### src/rtl/sixtyfour_bit_serial_subtractor.sv
// 64-bit serial subtractor: diff = a - b - b_in, computed as a + ~b + ~b_in
// through one 16-bit slice reused over four cycles, LSB slice first.
//
// Handshakes: a transfer happens on a rising edge where valid && ready are
// both high. The producer holds a/b/b_in stable while in_valid is high and
// in_ready is low; the block holds diff/b_out/ovf stable while out_valid is
// high and out_ready is low. in_ready is high only in IDLE and out_valid
// only in DONE, so the two handshakes never complete on the same edge.
module sixtyfour_bit_serial_subtractor (
  input  logic        clk,
  input  logic        rst,
  input  logic [63:0] a,
  input  logic [63:0] b,
  input  logic        b_in,
  input  logic        in_valid,
  output logic        in_ready,
  output logic [63:0] diff,
  output logic        b_out,
  output logic        ovf,
  output logic        out_valid,
  input  logic        out_ready
);

  typedef enum logic [1:0] {
    IDLE = 2'd0,
    CALC = 2'd1,
    DONE = 2'd2
  } state_t;

  state_t      state;
  logic [63:0] a_r;
  logic [63:0] b_r;
  logic        c;        // active-high carry; a borrow is ~c
  logic [1:0]  cnt;      // slice index while in CALC

  logic [5:0]  slice_base;
  logic [15:0] a_slice;
  logic [15:0] b_slice;
  logic [16:0] slice_sum;

  // Select the current 16-bit slice and add it with the inverted subtrahend.
  always_comb begin
    slice_base = {cnt, 4'b0000};
    a_slice    = a_r[slice_base +: 16];
    b_slice    = b_r[slice_base +: 16];
    slice_sum  = {1'b0, a_slice} + {1'b0, ~b_slice} + {16'b0, c};
  end

  // Control FSM plus operand, carry and result registers.
  always_ff @(posedge clk) begin
    if (rst) begin
      state     <= IDLE;
      in_ready  <= 1'b1;
      out_valid <= 1'b0;
      diff      <= 64'd0;
      b_out     <= 1'b0;
      ovf       <= 1'b0;
      cnt       <= 2'd0;
      c         <= 1'b0;
      a_r       <= 64'd0;
      b_r       <= 64'd0;
    end else begin
      case (state)
        IDLE: begin
          if (in_valid) begin
            a_r      <= a;
            b_r      <= b;
            c        <= ~b_in;
            cnt      <= 2'd0;
            in_ready <= 1'b0;
            state    <= CALC;
          end
        end
        CALC: begin
          diff[slice_base +: 16] <= slice_sum[15:0];
          c                      <= slice_sum[16];
          cnt                    <= cnt + 2'd1;
          if (cnt == 2'd3) begin
            // slice_sum[15] is the final diff[63] written on this edge.
            b_out     <= ~slice_sum[16];
            ovf       <= (a_r[63] != b_r[63]) && (slice_sum[15] != a_r[63]);
            out_valid <= 1'b1;
            state     <= DONE;
          end
        end
        DONE: begin
          if (out_ready) begin
            out_valid <= 1'b0;
            in_ready  <= 1'b1;
            state     <= IDLE;
          end
        end
        default: begin
          state     <= IDLE;
          in_ready  <= 1'b1;
          out_valid <= 1'b0;
        end
      endcase
    end
  end

endmodule

### config.mk
export PLATFORM = sky130hd
export DESIGN_NAME = sixtyfour_bit_serial_subtractor
export DESIGN_NICKNAME = d
export VERILOG_FILES = /design/src/rtl/sixtyfour_bit_serial_subtractor.sv
export SDC_FILE = /design/constraint.sdc
export NUM_CORES = 1
export LEC_CHECK = 0
export CAP_MARGIN = 10
export CORE_UTILIZATION = 52
export CTS_BUF_LIST = sky130_fd_sc_hd__clkbuf_8
export CTS_CLUSTER_DIAMETER = 120
export DETAILED_ROUTE_END_ITERATION = 16
export MAX_ROUTING_LAYER = met4
export PLACE_DENSITY = 0.93
export SYNTH_ARGS = -nofsm -noshare
export SYNTH_HDL_FRONTEND = slang
export SYNTH_SLANG_ARGS = --single-unit
export TNS_END_PERCENT = 5
### constraint.sdc
create_clock -name clk -period 4.6 [get_ports clk]
set_input_delay 1.38 -clock clk [delete_from_list [all_inputs] [get_ports clk]]
set_output_delay 1.38 -clock clk [all_outputs]
set_load 0.03 [all_outputs]
==> flow_summary.yaml <==
run_status:
  status: "finished, final reports clean"
clock_network:
  htreeDepth: 2
  cts_hold_buf: 0
  numClockSinks: 201
  cts_buffers: 34
  cts_buffer_depth: 3
  clk_latency_ns: 0.54
  path_clk_slew_ns: 0.06
  cts_resized: 0
  cts_tree: "done"
  cts_setup_buffers: 0
  root_buffer: "clkbuf_8"
timing:
  maxSlewHeadroom_pct: 30.2
  fin_setup_tns_ns: 0
  fin_skew_ns: 0.0184
  final_hold_viol_count: 0
  fmax_mhz: 260
  slew_violations: 0
  post-route-min-period_ns: 3.84
  period_share_pct: 83.6
  setup_violations: 0
  rsz0062_at_grt: "no"
  worst_slew_pin_slew_ns: 1.04
global_routing:
  grt_max_degree: 121
  grt_pass1_vias: 7812
  busiest_layer: "met2"
  track_usage_pct: 29.6
  grt_pass1_wl_um: 39900
  grt_use_met1_pct: 36.3
  gr-usage-met2_pct: 47.9
  grt_overflow: 0
  use_met3_pct: 4.78
  antenna_found_initial: 0
yosys:
  synth_top_flop_cell: "dfxtp_1"
  synth.distinct_cells: 61
  yosysWarningCount: 0
  synth_edf_count: 0
  syn-num-nets: 1174
  ys_ff_latch: 201
  async_flop_share_pct: 0
  synthesis.area_mm2: 0.00873
  syn-instance-count: 1018
  ys_seq_area_share_pct: 46.1
  avgSynthCellArea_um2: 8.57
drt:
  firstDrtPassIters: 5
  viasPerCell: 5.72
  via_count: 8226
  drc: 0
  post_drt_wl_per_cell_um: 17.6
  drt_iter0_markers: 765
  antenna_left: 0
  wl_um: 25300
die:
  fp.dieH_um: 132
  die_w_um: 132
  io_pins: 201
  die_area_mm2: 0.0173
  rows: 47
  core_mm2: 0.0165
  start_util_pct: 53.0
cells_and_area:
  fin_nets: 1348
  num-fill-cells: 1166
  area_delta_synth_final_pct: 32.5
  num_antenna_cells: 0
  drive_above_1_share_pct: 9.44
power_and_ir_drop:
  ir_drop_v: 0.000205
  power.switching_mw: 1.29
  cellPowerDensity_mw_per_mm2: 382
  total_power_mw: 4.42
  switching_share_pct: 29.2
  seqPwrFrac_pct: 42.7
  leakage_nw: 4.30
  internal_power_mw: 3.13
  clockPowerShare_pct: 37.6
  pwr-share-comb_pct: 19.7
setup_path:
  start_kind: "flop"
  rr_startpoint: "cnt[0]"
  required_ns: 5.05
  worstSetupStartpoint: "cnt[0]"
  worstSetupEndpointType: "flop"
  crit_fanout: 21
  criticalPathCategory: "reg2reg"
  worstPathArrival_ns: 4.30
run:
  maxCapViolations: 0
worst_hold_path:
  hold_path_class: "reg2reg"
  hold_start: "a_r[53]"
place:
  gp_congestion: 0.890
  io_buffers: 200
  dp_hpwl_um: 17900
==> state kept, by name, summed over array words and instances, names as in the netlist <==
signal	cells
state	2
b_r	64
b_out	1
in_ready	1
diff	64
c	1
out_valid	1
a_r	64
cnt	2
ovf	1
==> cell usage after synthesis (3+ instances only) <==
cell type  count  area share, %
nand2_1      278             12
o21a_1         4           0.34
xnor2_1        7           0.70
a22oi_1       40            3.4
buf_1          5           0.22
nor3_1         6           0.34
mux4_2        32            8.3
nand4_1        3           0.22
a22o_1         8           0.80
nand3b_1       4           0.34
nand3_1        4           0.23
nor2_1        82            3.5
a2bb2oi_1      6           0.60
nand2b_1       5           0.36
clkbuf_1      56            2.4
a21oi_1      155            8.9
inv_1         23           0.99
dfxtp_1      201             46
o21ai_0        4           0.23
o31ai_1        4           0.34
xor2_1         3           0.30
nor2b_1        4           0.29
buf_2          8           0.46
ha_1          21            3.0
o21ai_1        8           0.46
==> power groups by stage <==
| stage | combinational [mW] | sequential [mW] | clock, mW |
|---|---|---|---|
| 4_1_cts | 0.858 | 1.88 | 1.67 |
| 3_5_place_dp | 0.849 | 1.92 | 0 |
| 5_1_grt | 0.932 | 1.89 | 1.75 |
| 6_report | 0.872 | 1.89 | 1.66 |
| 3_3_place_gp | 0.831 | 1.92 | 0 |
| 2_1_floorplan | 0.531 | 1.93 | 0 |
==> cell usage in the layout, fill, tap and decap left out, types with 3 or more instances in the layout <==
cell type	synthesis	layout
a21oi_1	155	155
a22o_1	8	8
a22oi_1	40	40
a2bb2oi_1	6	6
buf_12	1	4
buf_4	0	7
clkbuf_8	0	44
clkdlybuf4s50_1	0	199
clkinv_2	0	4
clkinvlp_4	0	4
dfxtp_1	201	199
ha_1	21	21
inv_1	23	31
mux4_2	32	32
nand2_1	278	278
nand2b_1	5	5
nand3_1	4	4
nand3b_1	4	4
nand4_1	3	3
nor2_1	82	81
nor2b_1	4	4
nor3_1	6	6
o21a_1	4	4
o21ai_0	4	4
o21ai_1	8	8
o31ai_1	4	4
xnor2_1	7	7
xor2_1	3	3
==> metal layers <==
metal,share of wire (%),routed length [um]
met5,0,0
met4,3.4,866
met3,7.3,1850
met2,49,12400
met1,40,10200
==> final cells by class <==
cell class | count | area (um2) | share of cell area [%]
inverter | 24 | 90.1 | 0.779
clock inverter | 18 | 119 | 1.03
tap | 220 | 275 | 2.38
sequential | 201 | 4030 | 34.8
timing repair buffer | 211 | 2140 | 18.5
clock buffer | 44 | 606 | 5.24
multi-input combinational | 720 | 4310 | 37.3
==> final timing paths <==
path,slack [ns],cells after the start,end
worst min register to register,0.45,2,a_r[53]
worst min-delay path,0.45,2,a_r[53]
worst max register to register,0.76,11,diff[10]
worst max-delay path,0.76,11,diff[10]
==> stage by stage <==
step / utilization (%) / setup WS [ns] / hold slack, ns / instances / cell area, um2
after floorplan: - / 1.18 / 0.433 / 1018 / 8730
after global placement: 65.8 / 0.888 / 0.439 / 1376 / 10800
after detailed placement: 65.8 / 0.799 / 0.444 / 1376 / 10800
after CTS: 70.2 / 0.736 / 0.453 / 1438 / 11600
after global routing: 70.2 / 0.480 / 0.468 / 1438 / 11600
final: 70.2 / 0.756 / 0.454 / 1438 / 11600
==> worst max-delay path: stages (launching register included) <==
cell and delay, ns:
dfxtp_2 0.78, buf_4 0.46, mux4_2 0.55, inv_1 0.07
ha_1 0.28, o21a_1 0.22, or4_1 0.40, o21ai_1 0.13
a21oi_1 0.10, o311ai_2 0.47, a22oi_1 0.13, nor2_1 0.16
==> logic make-up (layout without fill, tap and decap cells) <==
| logic type | after synthesis | in the layout | synth area share [%] |
|---|---|---|---|
| flip-flops | 201 | 201 | 46.1 |
| AO/OA/AOI/OAI | 254 | 254 | 17.9 |
| buffers and inverters | 97 | 297 | 4.66 |
| AND/OR/NAND/NOR | 400 | 400 | 18.5 |
| multiplexers | 33 | 33 | 8.37 |
| XOR/XNOR | 10 | 10 | 1.00 |
| adder cells (fa/ha/maj) | 23 | 23 | 3.47 |
(Power assumes the default switching activity.)
